### config.mk
export PLATFORM = sky130hd
export DESIGN_NAME = stash_scanner
export DESIGN_NICKNAME = d
export VERILOG_FILES = /design/src/rtl/stash_scanner_pkg.sv /design/src/rtl/stash_scanner_lim_inc.sv /design/src/rtl/stash_scanner.sv
export SDC_FILE = /design/constraint.sdc
export NUM_CORES = 1
export LEC_CHECK = 0
export CORE_ASPECT_RATIO = 1.75
export CORE_MARGIN = 3
export CORE_UTILIZATION = 54
export DETAILED_ROUTE_END_ITERATION = 8
export PLACE_DENSITY = 0.78
export SETUP_SLACK_MARGIN = 0.5
export SYNTH_ARGS = -nofsm -noshare
export SYNTH_HDL_FRONTEND = slang
export SYNTH_SLANG_ARGS = --single-unit
### constraint.sdc
create_clock -name clk -period 2.68 [get_ports clk]
set_input_delay 0.804 -clock clk [delete_from_list [all_inputs] [get_ports clk]]
set_output_delay 0.804 -clock clk [all_outputs]
set_load 0.02 [all_outputs]
### src/rtl/stash_scanner_pkg.sv
// Shared definitions for the Stash reader side: FSM encoding and pointer width.
package stash_scanner_pkg;

    typedef enum logic [1:0] {
        ST_IDLE = 2'd0,
        ST_ADV  = 2'd1,
        ST_CAP  = 2'd2
    } scan_state_t;

    // Slot index width; the Stash uses the same formula so widths cannot diverge.
    function automatic int ptr_bits(input int depth);
        return (depth <= 1) ? 1 : $clog2(depth);
    endfunction

endpackage

### src/rtl/stash_scanner_lim_inc.sv
// Limited incrementer: wraps L-1 -> 0, passes the input through when ci is low.
module stash_scanner_lim_inc #(
    parameter int L = 5,
    parameter int W = 3
) (
    input  logic [W-1:0] a,
    input  logic         ci,
    output logic [W-1:0] sum
);

    // Wrap at L-1; for L=1 the result stays 0.
    always_comb begin
        sum = a;
        if (ci) begin
            sum = (a == W'(L - 1)) ? '0 : a + W'(1);
        end
    end

endmodule

### src/rtl/stash_scanner.sv
// Reader-side controller for the Stash: pulses next_sample, latches the exposed
// sample for display, and browses slots manually or on a fixed scan period.
//
// state    | meaning
// ST_IDLE  | waiting for a manual or scan trigger
// ST_ADV   | next_sample high this cycle, display index advances
// ST_CAP   | Stash now exposes the new slot, capture it
module stash_scanner
    import stash_scanner_pkg::*;
#(
    parameter  int DEPTH    = 5,
    parameter  int PERIOD   = 100000000,
    localparam int PTR_BITS = ptr_bits(DEPTH)
) (
    input  logic                clk,
    input  logic                reset,
    input  logic                scan_toggle,
    input  logic                manual_next,
    input  logic                new_sample,
    input  logic [7:0]          stash_sample,
    output logic                next_sample,
    output logic [7:0]          disp_sample,
    output logic [PTR_BITS-1:0] disp_index,
    output logic                scanning
);

    localparam int TICK_BITS = (PERIOD <= 1) ? 1 : $clog2(PERIOD);
    localparam logic [TICK_BITS-1:0] TICK_LAST = TICK_BITS'(PERIOD - 1);

    scan_state_t         state;
    scan_state_t         state_next;
    logic [PTR_BITS-1:0] wr_idx;
    logic [PTR_BITS-1:0] wr_idx_inc;
    logic [PTR_BITS-1:0] disp_index_inc;
    logic [TICK_BITS-1:0] tick;
    logic                trigger;
    logic                manual_taken;
    logic                disp_ci;
    logic                next_sample_d;

    assign trigger      = manual_next | (scanning & (tick == TICK_LAST));
    assign manual_taken = manual_next & (state == ST_IDLE) & ~new_sample;

    stash_scanner_lim_inc #(.L(DEPTH), .W(PTR_BITS)) u_disp_inc (
        .a   (disp_index),
        .ci  (disp_ci),
        .sum (disp_index_inc)
    );

    stash_scanner_lim_inc #(.L(DEPTH), .W(PTR_BITS)) u_wr_inc (
        .a   (wr_idx),
        .ci  (new_sample),
        .sum (wr_idx_inc)
    );

    // State register.
    always_ff @(posedge clk) begin
        if (!reset) begin
            state <= ST_IDLE;
        end else begin
            state <= state_next;
        end
    end

    // Next state; a writer store aborts any browse in flight.
    always_comb begin
        state_next = state;
        if (new_sample) begin
            state_next = ST_IDLE;
        end else begin
            case (state)
                ST_IDLE: state_next = trigger ? ST_ADV : ST_IDLE;
                ST_ADV:  state_next = ST_CAP;
                ST_CAP:  state_next = ST_IDLE;
                default: state_next = ST_IDLE;
            endcase
        end
    end

    // Output decode: pulse request and the display-index advance enable.
    always_comb begin
        next_sample_d = (state_next == ST_ADV);
        disp_ci       = (state == ST_ADV) & ~new_sample;
    end

    // Datapath: pulse flop, display registers, write-pointer mirror, scan timebase.
    always_ff @(posedge clk) begin
        if (!reset) begin
            next_sample <= 1'b0;
            disp_sample <= '0;
            disp_index  <= '0;
            wr_idx      <= '0;
            scanning    <= 1'b0;
            tick        <= '0;
        end else begin
            next_sample <= next_sample_d;
            wr_idx      <= wr_idx_inc;
            if (new_sample) begin
                disp_index  <= wr_idx;
                disp_sample <= stash_sample;
                scanning    <= 1'b0;
                tick        <= '0;
            end else begin
                disp_index <= disp_index_inc;
                if (state == ST_CAP) begin
                    disp_sample <= stash_sample;
                end
                if (scan_toggle) begin
                    scanning <= ~scanning;
                    tick     <= '0;
                end else if (manual_taken && scanning) begin
                    tick <= '0;
                end else if (scanning) begin
                    tick <= (tick == TICK_LAST) ? '0 : tick + TICK_BITS'(1);
                end
            end
        end
    end

endmodule

==> out/summary.json <==
{
  "run_status": {"value": "finished clean"},
  "route.detailed.vias_per_inst": {"value": 5.494},
  "critPathTopFamily": {"value": "buffers and inverters"},
  "total_switching_power": {"value": 300.5, "unit": "uW"},
  "detail_route.wl_per_cell": {"value": 13.75, "unit": "microns"},
  "timing.clock.skew": {"value": 0.01075, "unit": "ns"},
  "worst-endpoint-required": {"value": 1.88, "unit": "ns"},
  "synthesis.nets": {"value": 253},
  "p_sw_share": {"value": 22.24, "unit": "%"},
  "met2_demand_to_capacity_share_in_global_routing": {"value": 39.37, "unit": "%"},
  "number_of_violations_of_the_max_capacitance_limit": {"value": 0},
  "achievable_freq": {"value": 0.4712, "unit": "GHz"},
  "die_x": {"value": 53.00, "unit": "microns"},
  "die-area": {"value": 4676, "unit": "sq um"},
  "initial_drt_markers": {"value": 34},
  "worst_relative_slew_slack": {"value": 72.63, "unit": "%"},
  "yosys_warnings": {"value": 0},
  "clk_pin_slew_worst_paths": {"value": 0.09, "unit": "ns"},
  "cell_types_with_the_largest_area_share_after_synthesis": {"value": "sky130_fd_sc_hd__dfxtp_1 43%, sky130_fd_sc_hd__nor2_1 7.4%, sky130_fd_sc_hd__mux2i_1 6.2%, sky130_fd_sc_hd__xor2_1 4.6%, sky130_fd_sc_hd__xnor2_1 4.2%"},
  "ys_dominant_reg_cell": {"value": "sky130_fd_sc_hd__dfxtp_1"},
  "area_growth": {"value": 22.42, "unit": "%"},
  "hold_violations": {"value": 0},
  "detailedPlace.worstSlack": {"value": 0.1679, "unit": "ns"},
  "synth_top_cell_by_area": {"value": "sky130_fd_sc_hd__dfxtp_1"},
  "grt_first_pass_wirelength": {"value": 7.362, "unit": "mm"},
  "pwr_density_cell": {"value": 528.7, "unit": "nW/um^2"},
  "internal-power": {"value": 1.050, "unit": "mW"},
  "number_of_enable_flip_flop_cells_after_synthesis": {"value": 0},
  "grt_start_max_net_pins": {"value": 17},
  "max_slew.worst_pin.slew": {"value": 0.4072, "unit": "ns"},
  "setup_viol": {"value": 0},
  "busiest_layer": {"value": "met2"},
  "gp_routability_congestion": {"value": 0.8170},
  "initial_core_util": {"value": 56.95, "unit": "%"},
  "groute.layer.met3.usage": {"value": 3.879, "unit": "%"},
  "worst_setup_path_type": {"value": "flip-flop to output port"},
  "post-route-cell-area": {"value": 2555, "unit": "sq um"},
  "end_kind": {"value": "output port"},
  "grtUsageTotal": {"value": 20.89, "unit": "%"},
  "timing.hold.worst.class": {"value": "flip-flop to flip-flop"},
  "dp.cells": {"value": 303},
  "finalCritPeriodShare": {"value": 79.18, "unit": "%"},
  "mappedNetlistArea": {"value": 2087, "unit": "sq um"},
  "post-route-worst-setup-slack": {"value": 0.5579, "unit": "ns"},
  "sequentialPowerShare": {"value": 51.5, "unit": "%"},
  "p_leak": {"value": 0.9030, "unit": "nW"},
  "comb_power_share": {"value": 8.9, "unit": "%"},
  "slowest_delay": {"value": 0.63, "unit": "ns"},
  "floorplan.die.height": {"value": 88.24, "unit": "microns"},
  "placed_area": {"value": 2394, "unit": "sq um"},
  "drcViolationCount": {"value": 0},
  "h-tree-depth": {"value": 2},
  "crit_path_top_delay_cell": {"value": "sky130_fd_sc_hd__clkdlybuf4s50_1"},
  "grt_pass1_vias": {"value": 1746},
  "timing.critical_path.cells": {"value": "clkdlybuf4s50_1"},
  "timing.critical_path.buf_inv": {"value": 1},
  "syn-instance-count": {"value": 235},
  "grt_use_met1": {"value": 21.19, "unit": "%"},
  "final.fill_count": {"value": 307},
  "clock-root-buffer": {"value": "sky130_fd_sc_hd__clkbuf_8"},
  "finalNonFillerCells": {"value": 314},
  "final_util": {"value": 69.72, "unit": "%"},
  "ios": {"value": 26},
  "antennaDiodeCount": {"value": 0},
  "initial_antenna_violation_count": {"value": 0},
  "worst_path_maximum_fanout": {"value": 4},
  "power.share.clock": {"value": 39.5, "unit": "%"},
  "synth-seq-cells": {"value": 45},
  "tritonroute_pass_1_iters": {"value": 4},
  "yosysMostFrequentCell": {"value": "sky130_fd_sc_hd__dfxtp_1"},
  "fraction_of_registers_with_async_set_reset": {"value": 0, "unit": "%"},
  "netlist-cell-type-count": {"value": 41},
  "worst_ir_drop_vdd": {"value": 0.5362, "unit": "mV"},
  "startpoint_type": {"value": "flip-flop"},
  "post_route_cells_drive_above_1_share": {"value": 10.07, "unit": "%"},
  "ant_nets": {"value": 0},
  "core_area": {"value": 3665, "unit": "sq um"},
  "setup_tns": {"value": 0, "unit": "ns"},
  "tritoncts": {"value": "done"},
  "ys_top_cells_by_count": {"value": "45 x sky130_fd_sc_hd__dfxtp_1, 41 x sky130_fd_sc_hd__nor2_1, 19 x sky130_fd_sc_hd__nand2_1"},
  "synth_top_cell_area_share": {"value": 43.17, "unit": "%"},
  "finalMaxSlewViolations": {"value": 0},
  "rsz_0062_raised_after_global_routing": {"value": "no"},
  "syn_area_per_cell": {"value": 8.881, "unit": "sq um"},
  "finalWirelength": {"value": 4.316, "unit": "mm"},
  "number_of_placement_rows": {"value": 29},
  "io_buffer_count": {"value": 25},
  "max-clock-path-buffers": {"value": 2},
  "synth.yosys.seq_area_share": {"value": 43.17, "unit": "%"},
  "hpwl": {"value": 3.145, "unit": "mm"},
  "nets": {"value": 285},
  "cts.sink_count": {"value": 45},
  "critPathArrivalTime": {"value": 1.32, "unit": "ns"},
  "worstSkewPairLatency": {"value": 0.30, "unit": "ns"},
  "number_of_buffers_inserted_during_clock_tree_synthesis": {"value": 5},
  "timing.final.crit_period": {"value": 2.122, "unit": "ns"},
  "via_count": {"value": 1725},
  "gr-total-overflow": {"value": 0}
}
power by group through the flow:
stage | clock network, mW | logic [mW] | registers [mW]
after global placement | 0 | 0.115 | 0.711
after detailed placement | 0 | 0.117 | 0.712
after CTS | 0.543 | 0.117 | 0.696
final | 0.534 | 0.121 | 0.696
after floorplan | 0 | 0.0506 | 0.722
after global routing | 0.566 | 0.133 | 0.698
layer usage:
layer	share of wire, %	vias up	routed length [microns]
met5	0	-	0
met4	1.9	0	83
met3	3.1	7	132
met2	56	32	2424
met1	39	800	1675
li1	-	886	-
layout make-up:
cell class                      count  area, sq um  area share, %
Sequential cell                    45        902.1          35.31
Timing Repair Buffer               33        324.1          12.68
Tap cell                           46        57.56          2.253
Multi-Input combinational cell    174         1121          43.88
Clock inverter                      2        37.54          1.469
Inverter                            8        30.03          1.175
Clock buffer                        6        82.58          3.232
sequential cells by signal, summed over array words and instances, names as in the netlist:
register / cells
disp_index: 3
state: 2
tick: 27
wr_idx: 3
scanning: 1
next_sample: 1
disp_sample: 8
cells in the final DEF, fill, tap and decap left out, drive strengths merged, types with 8 or more instances in the layout:
cell           instances
dfxtp                 45
nor2                  41
clkdlybuf4s50         23
nand2                 19
mux2i                 13
xor2                  11
xnor2                 10
a21oi                  8
nand3                  8
inv                    8
nand4                  8
buf                    8
logic make-up after synthesis:
logic type,share of synthesized area [%]
AO/OA/AOI/OAI,9.713
XOR/XNOR,8.813
adder cells (fa/ha/maj),2.998
buffers and inverters,3.297
flip-flops,43.17
multiplexers,6.235
AND/OR/NAND/NOR,25.78
final timing paths:
| kind | startpoint | endpoint | slack (ns) | cells past startpoint |
|---|---|---|---|---|
| worst max-delay path | disp_index[1]$_SDFFE_PN0P_ | disp_index[1] | 0.56 | 1 |
| worst max register to register | tick[14]$_SDFFE_PP0P_ | tick[5]$_SDFFE_PP0P_ | 0.61 | 6 |
| worst min register to register | wr_idx[2]$_SDFFE_PN0P_ | wr_idx[2]$_SDFFE_PN0P_ | 0.50 | 2 |
| worst min-delay path | wr_idx[2]$_SDFFE_PN0P_ | wr_idx[2]$_SDFFE_PN0P_ | 0.50 | 2 |
per-stage QoR:
stage,hold WS (ns),power (mW)
6_report,0.4963,1.351
5_1_grt,0.5357,1.397
4_1_cts,0.4960,1.356
3_5_place_dp,0.4853,0.8290
3_3_place_gp,0.4734,0.8261
2_1_floorplan,0.4476,0.7725
timing repair:
| action | in CTS | in global routing |
|---|---|---|
| buffers inserted | 0 | 3 |
| pin swaps | 1 | 2 |
| hold buffers | 0 | 0 |
| gates resized for setup | 2 | 4 |
| setup endpoints to repair | 2 | 18 |
Note: power is estimated with default switching activity, not from simulation.
